$ cat src/rtl/bus_pkg.sv
// bus_pkg: shared constants for the common bus controller.
//   ARB_*       selection mode codes (ARB_MODE parameter values)
//   bus_state_e ownership FSM encoding
//   XFER_W      width of the transfer counter
package bus_pkg;

  localparam int ARB_DIRECT = 0;  // explicit select code
  localparam int ARB_PRIO   = 1;  // fixed priority, lowest index wins
  localparam int ARB_RR     = 2;  // round-robin from pointer

  localparam int XFER_W = 16;

  typedef enum logic {
    ST_IDLE  = 1'b0,
    ST_OWNED = 1'b1
  } bus_state_e;

endpackage

$ cat src/rtl/common_bus_arb.sv
// common_bus_arb: combinational request arbiter.
//   mode    in  2        ARB_PRIO or ARB_RR (anything else behaves as ARB_PRIO)
//   req     in  NUM_SRC  request vector
//   ptr     in  SEL_W    round-robin search start (ignored in priority mode)
//   win     out NUM_SRC  one-hot winner, zero when no request
//   win_vld out 1        at least one request present
module common_bus_arb
  import bus_pkg::*;
#(
  parameter int NUM_SRC = 8,
  parameter int SEL_W   = $clog2(NUM_SRC)
) (
  input  logic [1:0]         mode,
  input  logic [NUM_SRC-1:0] req,
  input  logic [SEL_W-1:0]   ptr,
  output logic [NUM_SRC-1:0] win,
  output logic               win_vld
);

  logic [NUM_SRC-1:0] hi_mask;
  logic [NUM_SRC-1:0] hi_req;
  logic [NUM_SRC-1:0] pick;

  // Round-robin as two priority searches: first among requesters at or above
  // the pointer, and if there are none, wrap to the lowest requester overall.
  // x & -x isolates the lowest set bit.
  always_comb begin
    hi_mask = '1;
    if (mode == 2'(ARB_RR))
      hi_mask = ~((NUM_SRC'(1) << ptr) - NUM_SRC'(1));
    hi_req  = req & hi_mask;
    pick    = (|hi_req) ? hi_req : req;
    win     = pick & (~pick + NUM_SRC'(1));
    win_vld = |req;
  end

endmodule

$ cat src/rtl/common_bus_ctrl.sv
// common_bus_ctrl: registered shared-bus controller.
//   clk, rst_n  clock (rising edge) and async active-low reset
//   src_data    NUM_SRC packed DATA_W sources, source i at [i*DATA_W +: DATA_W]
//   src_req     per-source request (arbitrated modes)
//   src_lock    per-source lock: owner keeps the bus while req & lock
//   sel         direct select code (ARB_DIRECT)
//   sel_valid   direct select transfer request (ARB_DIRECT)
//   bus_out     registered bus value
//   bus_valid   bus_out carries a transfer this cycle
//   grant       one-hot owner aligned with bus_out
//   grant_id    binary owner index (0 when idle)
//   sel_err     one-cycle pulse for an out-of-range select code
//   xfer_cnt    number of valid transfers, wraps
module common_bus_ctrl
  import bus_pkg::*;
#(
  parameter int DATA_W    = 8,
  parameter int NUM_SRC   = 8,
  parameter int ARB_MODE  = 0,
  parameter int IDLE_ZERO = 1,
  localparam int SEL_W    = $clog2(NUM_SRC)
) (
  input  logic                      clk,
  input  logic                      rst_n,
  input  logic [NUM_SRC*DATA_W-1:0] src_data,
  input  logic [NUM_SRC-1:0]        src_req,
  input  logic [NUM_SRC-1:0]        src_lock,
  input  logic [SEL_W-1:0]          sel,
  input  logic                      sel_valid,
  output logic [DATA_W-1:0]         bus_out,
  output logic                      bus_valid,
  output logic [NUM_SRC-1:0]        grant,
  output logic [SEL_W-1:0]          grant_id,
  output logic                      sel_err,
  output logic [XFER_W-1:0]         xfer_cnt
);

  bus_state_e         state_q, state_d;
  logic [SEL_W-1:0]   ptr_q, ptr_d;
  logic [DATA_W-1:0]  bus_q, bus_d;
  logic               vld_q, vld_d;
  logic [NUM_SRC-1:0] grant_q, grant_d;
  logic [SEL_W-1:0]   gid_q, gid_d;
  logic               err_q, err_d;
  logic [XFER_W-1:0]  cnt_q, cnt_d;

  logic [NUM_SRC-1:0] arb_win;
  logic               arb_vld;
  logic [SEL_W-1:0]   arb_id;
  logic [DATA_W-1:0]  mux;
  logic               sel_in_range;
  logic               owner_hold;

  common_bus_arb #(
    .NUM_SRC (NUM_SRC),
    .SEL_W   (SEL_W)
  ) u_arb (
    .mode    (2'(ARB_MODE)),
    .req     (src_req),
    .ptr     (ptr_q),
    .win     (arb_win),
    .win_vld (arb_vld)
  );

  always_comb begin
    arb_id = '0;
    for (int i = 0; i < NUM_SRC; i++)
      if (arb_win[i]) arb_id = SEL_W'(i);
  end

  // Zero-extended compare so a power-of-two NUM_SRC is not a constant compare.
  assign sel_in_range = ({1'b0, sel} < (SEL_W+1)'(NUM_SRC));
  // grant_q is the owner's one-hot while OWNED.
  assign owner_hold   = (state_q == ST_OWNED) && |(grant_q & src_req & src_lock);

  // Ownership / selection: decides this cycle's winner (grant_d, vld_d).
  always_comb begin
    state_d = state_q;
    ptr_d   = ptr_q;
    grant_d = '0;
    vld_d   = 1'b0;
    err_d   = 1'b0;
    if (ARB_MODE == ARB_DIRECT) begin
      state_d = ST_IDLE;
      if (sel_valid) begin
        if (sel_in_range) begin
          grant_d = NUM_SRC'(1) << sel;
          vld_d   = 1'b1;
        end else begin
          err_d   = 1'b1;
        end
      end
    end else begin
      if (owner_hold) begin
        // Locked owner keeps the bus; pointer frozen.
        grant_d = grant_q;
        vld_d   = 1'b1;
      end else if (arb_vld) begin
        // Covers IDLE, unlocked re-arbitration and same-cycle release.
        grant_d = arb_win;
        vld_d   = 1'b1;
        if (ARB_MODE == ARB_RR)
          ptr_d = (arb_id == SEL_W'(NUM_SRC-1)) ? '0 : arb_id + SEL_W'(1);
      end
      state_d = vld_d ? ST_OWNED : ST_IDLE;
    end
  end

  // Data path: AND-OR mux driven by the one-hot winner.
  always_comb begin
    mux   = '0;
    gid_d = '0;
    for (int i = 0; i < NUM_SRC; i++) begin
      if (grant_d[i]) begin
        mux   = mux | src_data[i*DATA_W +: DATA_W];
        gid_d = SEL_W'(i);
      end
    end
    if (vld_d)               bus_d = mux;
    else if (IDLE_ZERO != 0) bus_d = '0;
    else                     bus_d = bus_q;
    cnt_d = cnt_q + XFER_W'(vld_d);
  end

  always_ff @(posedge clk or negedge rst_n) begin
    if (!rst_n) begin
      state_q <= ST_IDLE;
      ptr_q   <= '0;
      bus_q   <= '0;
      vld_q   <= 1'b0;
      grant_q <= '0;
      gid_q   <= '0;
      err_q   <= 1'b0;
      cnt_q   <= '0;
    end else begin
      state_q <= state_d;
      ptr_q   <= ptr_d;
      bus_q   <= bus_d;
      vld_q   <= vld_d;
      grant_q <= grant_d;
      gid_q   <= gid_d;
      err_q   <= err_d;
      cnt_q   <= cnt_d;
    end
  end

  assign bus_out   = bus_q;
  assign bus_valid = vld_q;
  assign grant     = grant_q;
  assign grant_id  = gid_q;
  assign sel_err   = err_q;
  assign xfer_cnt  = cnt_q;

endmodule

$ cat config.mk
export PLATFORM = sky130hd
export DESIGN_NAME = common_bus_ctrl
export DESIGN_NICKNAME = d
export VERILOG_FILES = /design/src/rtl/bus_pkg.sv /design/src/rtl/common_bus_arb.sv /design/src/rtl/common_bus_ctrl.sv
export SDC_FILE = /design/constraint.sdc
export NUM_CORES = 1
export LEC_CHECK = 0
export ABC_AREA = 1
export ABC_CLOCK_PERIOD_IN_PS = 1680
export BUFFER_PORTS_ARGS = -buffer_cell sky130_fd_sc_hd__clkbuf_2
export CORE_MARGIN = 2
export CORE_UTILIZATION = 43
export CTS_CLUSTER_SIZE = 8
export DETAILED_ROUTE_END_ITERATION = 10
export PLACE_DENSITY = 0.83
export SYNTH_ARGS = -nofsm -noshare
export SYNTH_HDL_FRONTEND = slang
export SYNTH_SLANG_ARGS = --single-unit
$ cat constraint.sdc
create_clock -name clk -period 1.68 [get_ports clk]
set_clock_uncertainty 0.1 [all_clocks]
set_input_delay 0 -clock clk [delete_from_list [all_inputs] [get_ports clk]]
set_output_delay 0 -clock clk [all_outputs]
set_load 0.01 [all_outputs]
Yosys cells after proc, flatten, opt, wreduce, memory -nomap -nowiden --
Index checks and enable logic that the tools add are counted.
Storage, ports and cells: register bits 36, output and inout bits 37
Operators by class: $add $sub $neg 1, shift-type cells 1, mux-type cells 18, bitwise logic cells 7
Operators with widths (count):
- 8-bit two-way mux | 10
- 8-bit OR | 7
- 3-bit two-way mux | 6
- 16-bit by 1-bit adder with 16-bit output | 1
- 1-bit by 3-bit << shifter with 8-bit output, first input constant | 1
- 1-bit two-way mux | 2

Logic depth before layout (Yosys ltp) --
Gate-level depths: netlist (run 1).
depth after elaboration 18, depth in mapped cells 7, depth with buffers taken out 7

Least setup slack after synthesis (run 1) --
Ideal clock, no wire load.
kind register to register, start point register cnt_q[0], in the netlist xfer_cnt[0], end point register cnt_q[10], in the netlist xfer_cnt[10], library setup time 0.121 ns, arrival 1.310 ns, slack 0.148 ns, cell stages (with the launch flop) 7, path buffers 0, path through dfrtp_1 ha_1 ha_1 nand3_1 nor2_1 nand2_1 xor2_1
On the way: cells in the longest elaborated chain, start to end 1
RTL lines:
- start: declaration | line common_bus_ctrl.sv:45 | logic [XFER_W-1:0] cnt_q, cnt_d;
- start signal: assignment | line common_bus_ctrl.sv:143 | cnt_q <= cnt_d;
- 16-bit by 1-bit adder with 16-bit output | line common_bus_ctrl.sv:122 | cnt_d = cnt_q + XFER_W'(vld_d);
- named net cnt_d[10] | line common_bus_ctrl.sv:45
The timed path passes the listed nets, and every way through them passes these cells.

Worst setup path after layout (run 1) --
start point input sel_valid, end point register bus_q[3], in the netlist bus_out[3]
On the way: cells in the longest elaborated chain, start to end 17, elaborated cells on any way between the ends 18
RTL lines:
- start: declaration | line common_bus_ctrl.sv:29 | input logic sel_valid,
- 8-bit two-way mux | line common_bus_ctrl.sv:85 | if (sel_valid) begin
- 8-bit two-way mux | line common_bus_ctrl.sv:114 | if (grant_d[i]) begin
- 8-bit OR | line common_bus_ctrl.sv:115 | mux = mux | src_data[i*DATA_W +: DATA_W];
- 8-bit two-way mux | line common_bus_ctrl.sv:114
- 8-bit OR | line common_bus_ctrl.sv:115
- 8-bit two-way mux | line common_bus_ctrl.sv:114
- 8-bit OR | line common_bus_ctrl.sv:115
- 8-bit two-way mux | line common_bus_ctrl.sv:114
- [2 not listed]
- 8-bit OR | line common_bus_ctrl.sv:115
- 8-bit two-way mux | line common_bus_ctrl.sv:114
- 8-bit OR | line common_bus_ctrl.sv:115
- 8-bit two-way mux | line common_bus_ctrl.sv:114
- 8-bit OR | line common_bus_ctrl.sv:115
- 8-bit two-way mux | line common_bus_ctrl.sv:114
- 8-bit two-way mux * | line common_bus_ctrl.sv:119 | if (vld_d) bus_d = mux;
- named net bus_d[3] | line common_bus_ctrl.sv:40 | logic [DATA_W-1:0] bus_q, bus_d;
- end signal: assignment | line common_bus_ctrl.sv:138 | bus_q <= bus_d;
- end: declaration | line common_bus_ctrl.sv:40
The timed path passes the listed nets; every way through them passes the cells marked *.

==> metrics, run 1 <==
Critical Path Slowest Stage Cell dlygate4sd3_1; Inserted Diodes 0; WHS 0.02612 ns; Leak 1.851 nW; PortBufs 105; Overflow after GRT 0; Final Net Count 532; Sink Count 36; Final WS setup -0.0003685 ns; Sw Share 0.3183; worst vdd ir 0.0003136 V; max-cap violations 0; DRT iter0 DRCs 221; crit path capture bus_out[3]; post-synthesis sequential area ratio 0.4577; Power Dens Cells 734.6 nW/um^2; Post-Syn Instances 265; crit start category input port; initial antenna violation count 0; Reg clk slew, reported paths 0.07 ns; CTS tree built; Via Count 2,832; CTS max path bufs 2; worst-path fanout max 11; cell mode on critical path nand2_1; Mapped Avg Cell Area 7.427 um^2; DIE WIDTH 71.66 um; Levels on crit path 8; CP Buf/Inv Count 3; combinational power share 0.287; share of cells above drive strength 1 0.2973; worst path cell trace dlygate4sd3_1, clkbuf_4, nand2_2, clkinvlp_4, nand3_1, nand2_1, nor2_1, nand2_1; commonest cells after routing, fill and taps aside 104 x clkbuf_2, 84 x nand2_1, 69 x dlygate4sd3_1, 57 x nand3_1, 36 x dfrtp_1; Int Pwr 1.685 mW; TritonCTS Buffers 5; r2r startpoint xfer_cnt[0]; Pwr Total 2.472 mW; Switch Pwr 786.8 uW; Post-CTS Setup Bufs 0; Die Area 5134 um^2; number of global-route vias before repair 2,744; Starting Density 0.4489; first-pass GRT wire length 13.14 mm; Critical Path Start sel_valid; Final Hold Viols 0; std cell rows 24; GP Congestion 0.8290; predominant post-synthesis flop cell dfrtp_1; Flop pwr share 0.440; Post-Syn Nets 353; drt drc 0; Synth Warn # 0; drt total wl 8.820 mm; kind of critical path in2reg; minimum clock period 1.680 ns; outcome complete, but fails checks; Setup-failing EPs final 1; Area growth syn-to-layout 70.95%; Worst setup EP type flip-flop; antenna-violating nets left 0; most common cell after layout, fill and taps aside clkbuf_2; Die Height 71.66 um; Worst EP arrival 1.75 ns; mapped cell area 1968 um^2; worst endpoint required time 1.75 ns; post-synthesis async set-or-reset flop share 1.000; FF-to-FF End xfer_cnt[8]; DR vias/cell 5.710; Clk pwr share 0.272; violated checks setup timing; Core ar. 4384 um^2; FF-to-FF setup slack 0.18 ns; post-detail-place hpwl 4.194 mm; I/O Pins 123; Pre-antenna DRT Iters 7; DP Area 2539 um^2; worst min-delay path category in2async; drt wl/cell 17.78 um; fmax 595.1 MHz; CP top delay family buffers and inverters; Final Max Tran Viols 0; final instance area 3364 um^2; post-synthesis register bit count 36; Root Buffer Master clkbuf_8; slowest stage delay, CP 0.56 ns; synth unique cells 18; worst skew pair latency 0.29 ns; H-tree depth 2; number of flops mapped to enable cells by yosys 0; Final Cycle Share 1.000; reg2reg path depth 7; largest net degree at the start of global routing 23; Total GRT Usage 0.3381
synthesized netlist by cell type, types with 2 or more instances:
library cell  instances  area, um^2
nand4_1               4       25.02
buf_6                 2       22.52
nand3_1              58       290.3
xor2_1                5       43.79
nand2_1              85       319.1
buf_2                 3       15.01
nor2_1               37       138.9
dfrtp_1              36       900.9
ha_1                  2       25.02
xnor2_1               4       35.03
nor2_4                3       33.78
buf_4                 4       30.03
inv_1                17       63.81
flip-flops by register name, summed over array words and instances (netlist names):
register and count:
bus_out 8, grant 8, xfer_cnt 16, grant_id 3, bus_valid 1
final cells by class:
cell class	count	area, um^2
clock buffer	7	96.34
timing repair buffer	180	1264
timing repair inverter	1	7.507
multi-input combinational	202	959.7
sequential	36	900.9
inverter	18	71.32
fill	254	1020
tap	52	65.06
worst reg2reg max path, stage by stage, from the launching register on:
cell,delay [ns]
dfrtp_1,0.35
ha_2,0.19
ha_2,0.20
nand3_2,0.12
buf_4,0.17
inv_1,0.08
nand2_1,0.07
xnor2_1,0.12
how the worst min path moves through the flow:
| stage | start | to | slack [ns] | cells past startpoint |
|---|---|---|---|---|
| 2_1_floorplan | rst_n | bus_out[0] | -0.40 | 0 |
| 3_3_place_gp | rst_n | bus_valid | -0.20 | 1 |
| 3_5_place_dp | rst_n | xfer_cnt[3] | -0.20 | 1 |
| 4_1_cts | rst_n | xfer_cnt[8] | 0.03 | 2 |
| 5_1_grt | rst_n | xfer_cnt[8] | 0.07 | 2 |
| 6_report | rst_n | xfer_cnt[8] | 0.03 | 2 |
power by group through the flow:
stage                     Sequential [mW]  Clock, mW  Combinational (mW)
after floorplan                      1.14          0               0.204
after global placement               1.09          0               0.511
after detailed placement             1.10          0               0.524
after CTS                            1.08      0.684               0.649
after global routing                 1.10      0.707               0.755
final                                1.09      0.673               0.710
logic make-up (layout without fill, tap and decap cells):
group	Yosys count	count (layout)	share of synthesized area
adder cells (fa/ha/maj)	2	2	0.01271
AO/OA/AOI/OAI	1	1	0.002540
buffers and inverters	27	206	0.06865
AND/OR/NAND/NOR	189	189	0.4164
XOR/XNOR	9	9	0.04005
flip-flops	36	36	0.4577
other	1	1	0.001905
metal layers:
| layer | vias to the layer above | global-route usage | part of all wire |
|---|---|---|---|
| met5 | - | 0 | 0 |
| met4 | 0 | 0.2285 | 0.078 |
| met3 | 102 | 0.1167 | 0.15 |
| met2 | 289 | 0.5237 | 0.43 |
| met1 | 1248 | 0.3944 | 0.35 |
| li1 | 1193 | - | - |
metrics by stage:
step                        util  instances    TNS [ns]  setup slack [ns]
after detailed placement  0.5791        419           0            0.1021
after global routing      0.7674        496    -0.01886          -0.01539
after CTS                 0.7586        495           0           0.02642
after floorplan                -        265           0            0.1485
final                     0.7674        496  -0.0003685        -0.0003685
after global placement    0.5791        419           0            0.1851
what timing repair did:
item | 4_1_cts | 5_1_grt
setup endpoints to repair | 0 | 13
endpoints found under the hold margin | 54 | 0
hold buffers | 69 | 0
resized for setup | 0 | 11
Power figures use the tool's default switching activity.
==> run 2: changes to the inputs <==
--- a/constraint.sdc
+++ b/constraint.sdc
@@ -3,3 +3,3 @@
 set_input_delay 0 -clock clk [delete_from_list [all_inputs] [get_ports clk]]
 set_output_delay 0 -clock clk [all_outputs]
-set_load 0.01 [all_outputs]
+set_load 0.1 [all_outputs]
==> run 2 against run 1 <==
The flow now finishes without violations. Via count up 0.60%. Sequential share of layout area grew 0.23 points. Critical path depth grew 1. Critical path type unchanged. Highest routed layer unchanged.
==> metrics, run 2 (synthesis gave the netlist of run 1 again) <==
outcome completed; DRT iter0 DRCs 315 (+43%); Cell Count, Final, Fillers Out 500 (+0.81%); max-cap violations 0 (unchanged); Setup-failing EPs final 0 (-1); Area growth syn-to-layout 73.05%; crit start category input port; drt drc 0 (unchanged); post-layout util 0.7768 (+0.009417); worst endpoint required time 1.80 ns (+0.05 ns); drt total wl 9.123 mm (+3.4%); WHS 0.08177 ns (+0.05565 ns); std cell rows 24 (unchanged); Die Area 5134 um^2 (unchanged); Worst EP arrival 1.79 ns (+0.04 ns); antenna-violating nets left 0 (unchanged); DIE WIDTH 71.66 um (unchanged); post-detail-place hpwl 4.090 mm (-2.5%); H-tree depth 2 (unchanged); CTS tree built; first-pass GRT wire length 13.68 mm (+4.1%); Root Buffer Master clkbuf_8; FILL cells 251 (-1.2%); DP Area 2585 um^2 (+1.8%); Power Dens Cells 966.5 nW/um^2 (+32%); Leak 1.838 nW (-0.70%); share of cells above drive strength 1 0.3296 (+0.03230); Total GRT Usage 0.3525 (+0.01441); DR vias/cell 5.698 (-0.20%); most common cell after layout, fill and taps aside clkbuf_2; drt wl/cell 18.25 um (+2.6%); TritonCTS Buffers 5 (unchanged); Slew headroom 0.6162; fmax 596.0 MHz (+0.16%); kind of critical path in2reg; Core ar. 4384 um^2 (unchanged); Sink Count 36 (unchanged); commonest cells after routing, fill and taps aside 105 x clkbuf_2, 84 x nand2_1, 69 x dlygate4sd3_1, 57 x nand3_1, 35 x nor2_1; CTS max path bufs 2 (unchanged); number of flip-flops in the largest register 16 (unchanged); worst-path fanout max 9 (-2); number of global-route vias before repair 2,815 (+2.6%); initial antenna violation count 0 (unchanged); Final WS setup 0.002277 ns (+0.002646 ns); Final Net Count 533 (+0.19%); final instance area 3406 um^2 (+1.2%); GP Congestion 0.8656 (+4.4%); Die Height 71.66 um (unchanged); Final Hold Viols 0 (unchanged); minimum clock period 1.678 ns (-0.002646 ns); I/O Pins 123 (unchanged); PortBufs 105 (unchanged); Worst setup EP type flip-flop; worst vdd ir 0.0008230 V (+160%); Final Max Tran Viols 0 (unchanged); Overflow after GRT 0 (unchanged); largest net degree at the start of global routing 32 (+39%); Final Cycle Share 0.9986 (-0.001575); Cells after DPL 418 (-0.24%); Reg clk slew, reported paths 0.09 ns (+0.02 ns); measured slew at the worst slew-check pin 0.5782 ns; Via Count 2,849 (+0.60%); Pre-antenna DRT Iters 5 (-2); Place WS 0.2061 ns (+0.1040 ns); worst skew pair latency 0.30 ns (about the same); worst min-delay path category in2async; Starting Density 0.4489 (unchanged)
[run 2: worst paths after layout]
path,end,depth (start not counted),start,slack [ns]
min,bus_out[1],2,rst_n,0.08
min reg2reg,xfer_cnt[5],1,xfer_cnt[5],0.39
max in group asynchronous,xfer_cnt[7],3,rst_n,0.87
max,bus_out[2],9,sel_valid,0.002
max reg2reg,xfer_cnt[10],6,xfer_cnt[0],0.20
min in group clk,xfer_cnt[5],1,xfer_cnt[5],0.39
[run 2: per-layer routing]
metal	GRT usage	vias up	share of wire
met2	0.5319	304	0.42
met4	0.2159	0	0.078
met3	0.1646	81	0.16
li1	-	1209	-
met5	0	-	0
met1	0.4056	1255	0.34
[run 2: layout make-up]
class / count / area (um^2) / area share
antenna: 2 / 5.005 / 0.001470
clock buffer: 6 / 82.58 / 0.02425
clock inverter: 2 / 13.76 / 0.004041
inverter: 18 / 71.32 / 0.02094
multi-input combinational: 202 / 972.2 / 0.2855
sequential: 36 / 919.6 / 0.2700
tap: 52 / 65.06 / 0.01910
timing repair buffer: 180 / 1261 / 0.3703
timing repair inverter: 2 / 15.01 / 0.004409
[run 2: timing repair]
item	CTS	global route
setup buffers	0	1
hold endpoints to repair	54	0
resized for setup	0	4
setup endpoints to repair	0	8
hold buffers	69	0
[run 2: worst max-delay path, stage by stage]
cell           delay, ns
dlygate4sd3_1       0.57
clkbuf_2            0.23
nand2_2             0.18
buf_4               0.20
nor2_4              0.25
nand2_1             0.08
nand2_1             0.12
nor2_1              0.06
nand2_1             0.10
[run 2: power breakdown]
part           internal (mW)  switching [mW]  leakage, nW
clock                  0.335           0.330       0.0516
sequential              1.00           0.122        0.450
combinational          0.348            1.16         1.34
total                   1.68            1.61         1.84
[run 2: through the flow]
stage,power [mW],TNS (ns)
2_1_floorplan,2.169,-0.004837
3_3_place_gp,2.438,0
3_5_place_dp,2.464,0
4_1_cts,3.246,0
5_1_grt,3.408,-0.01354
6_report,3.292,0
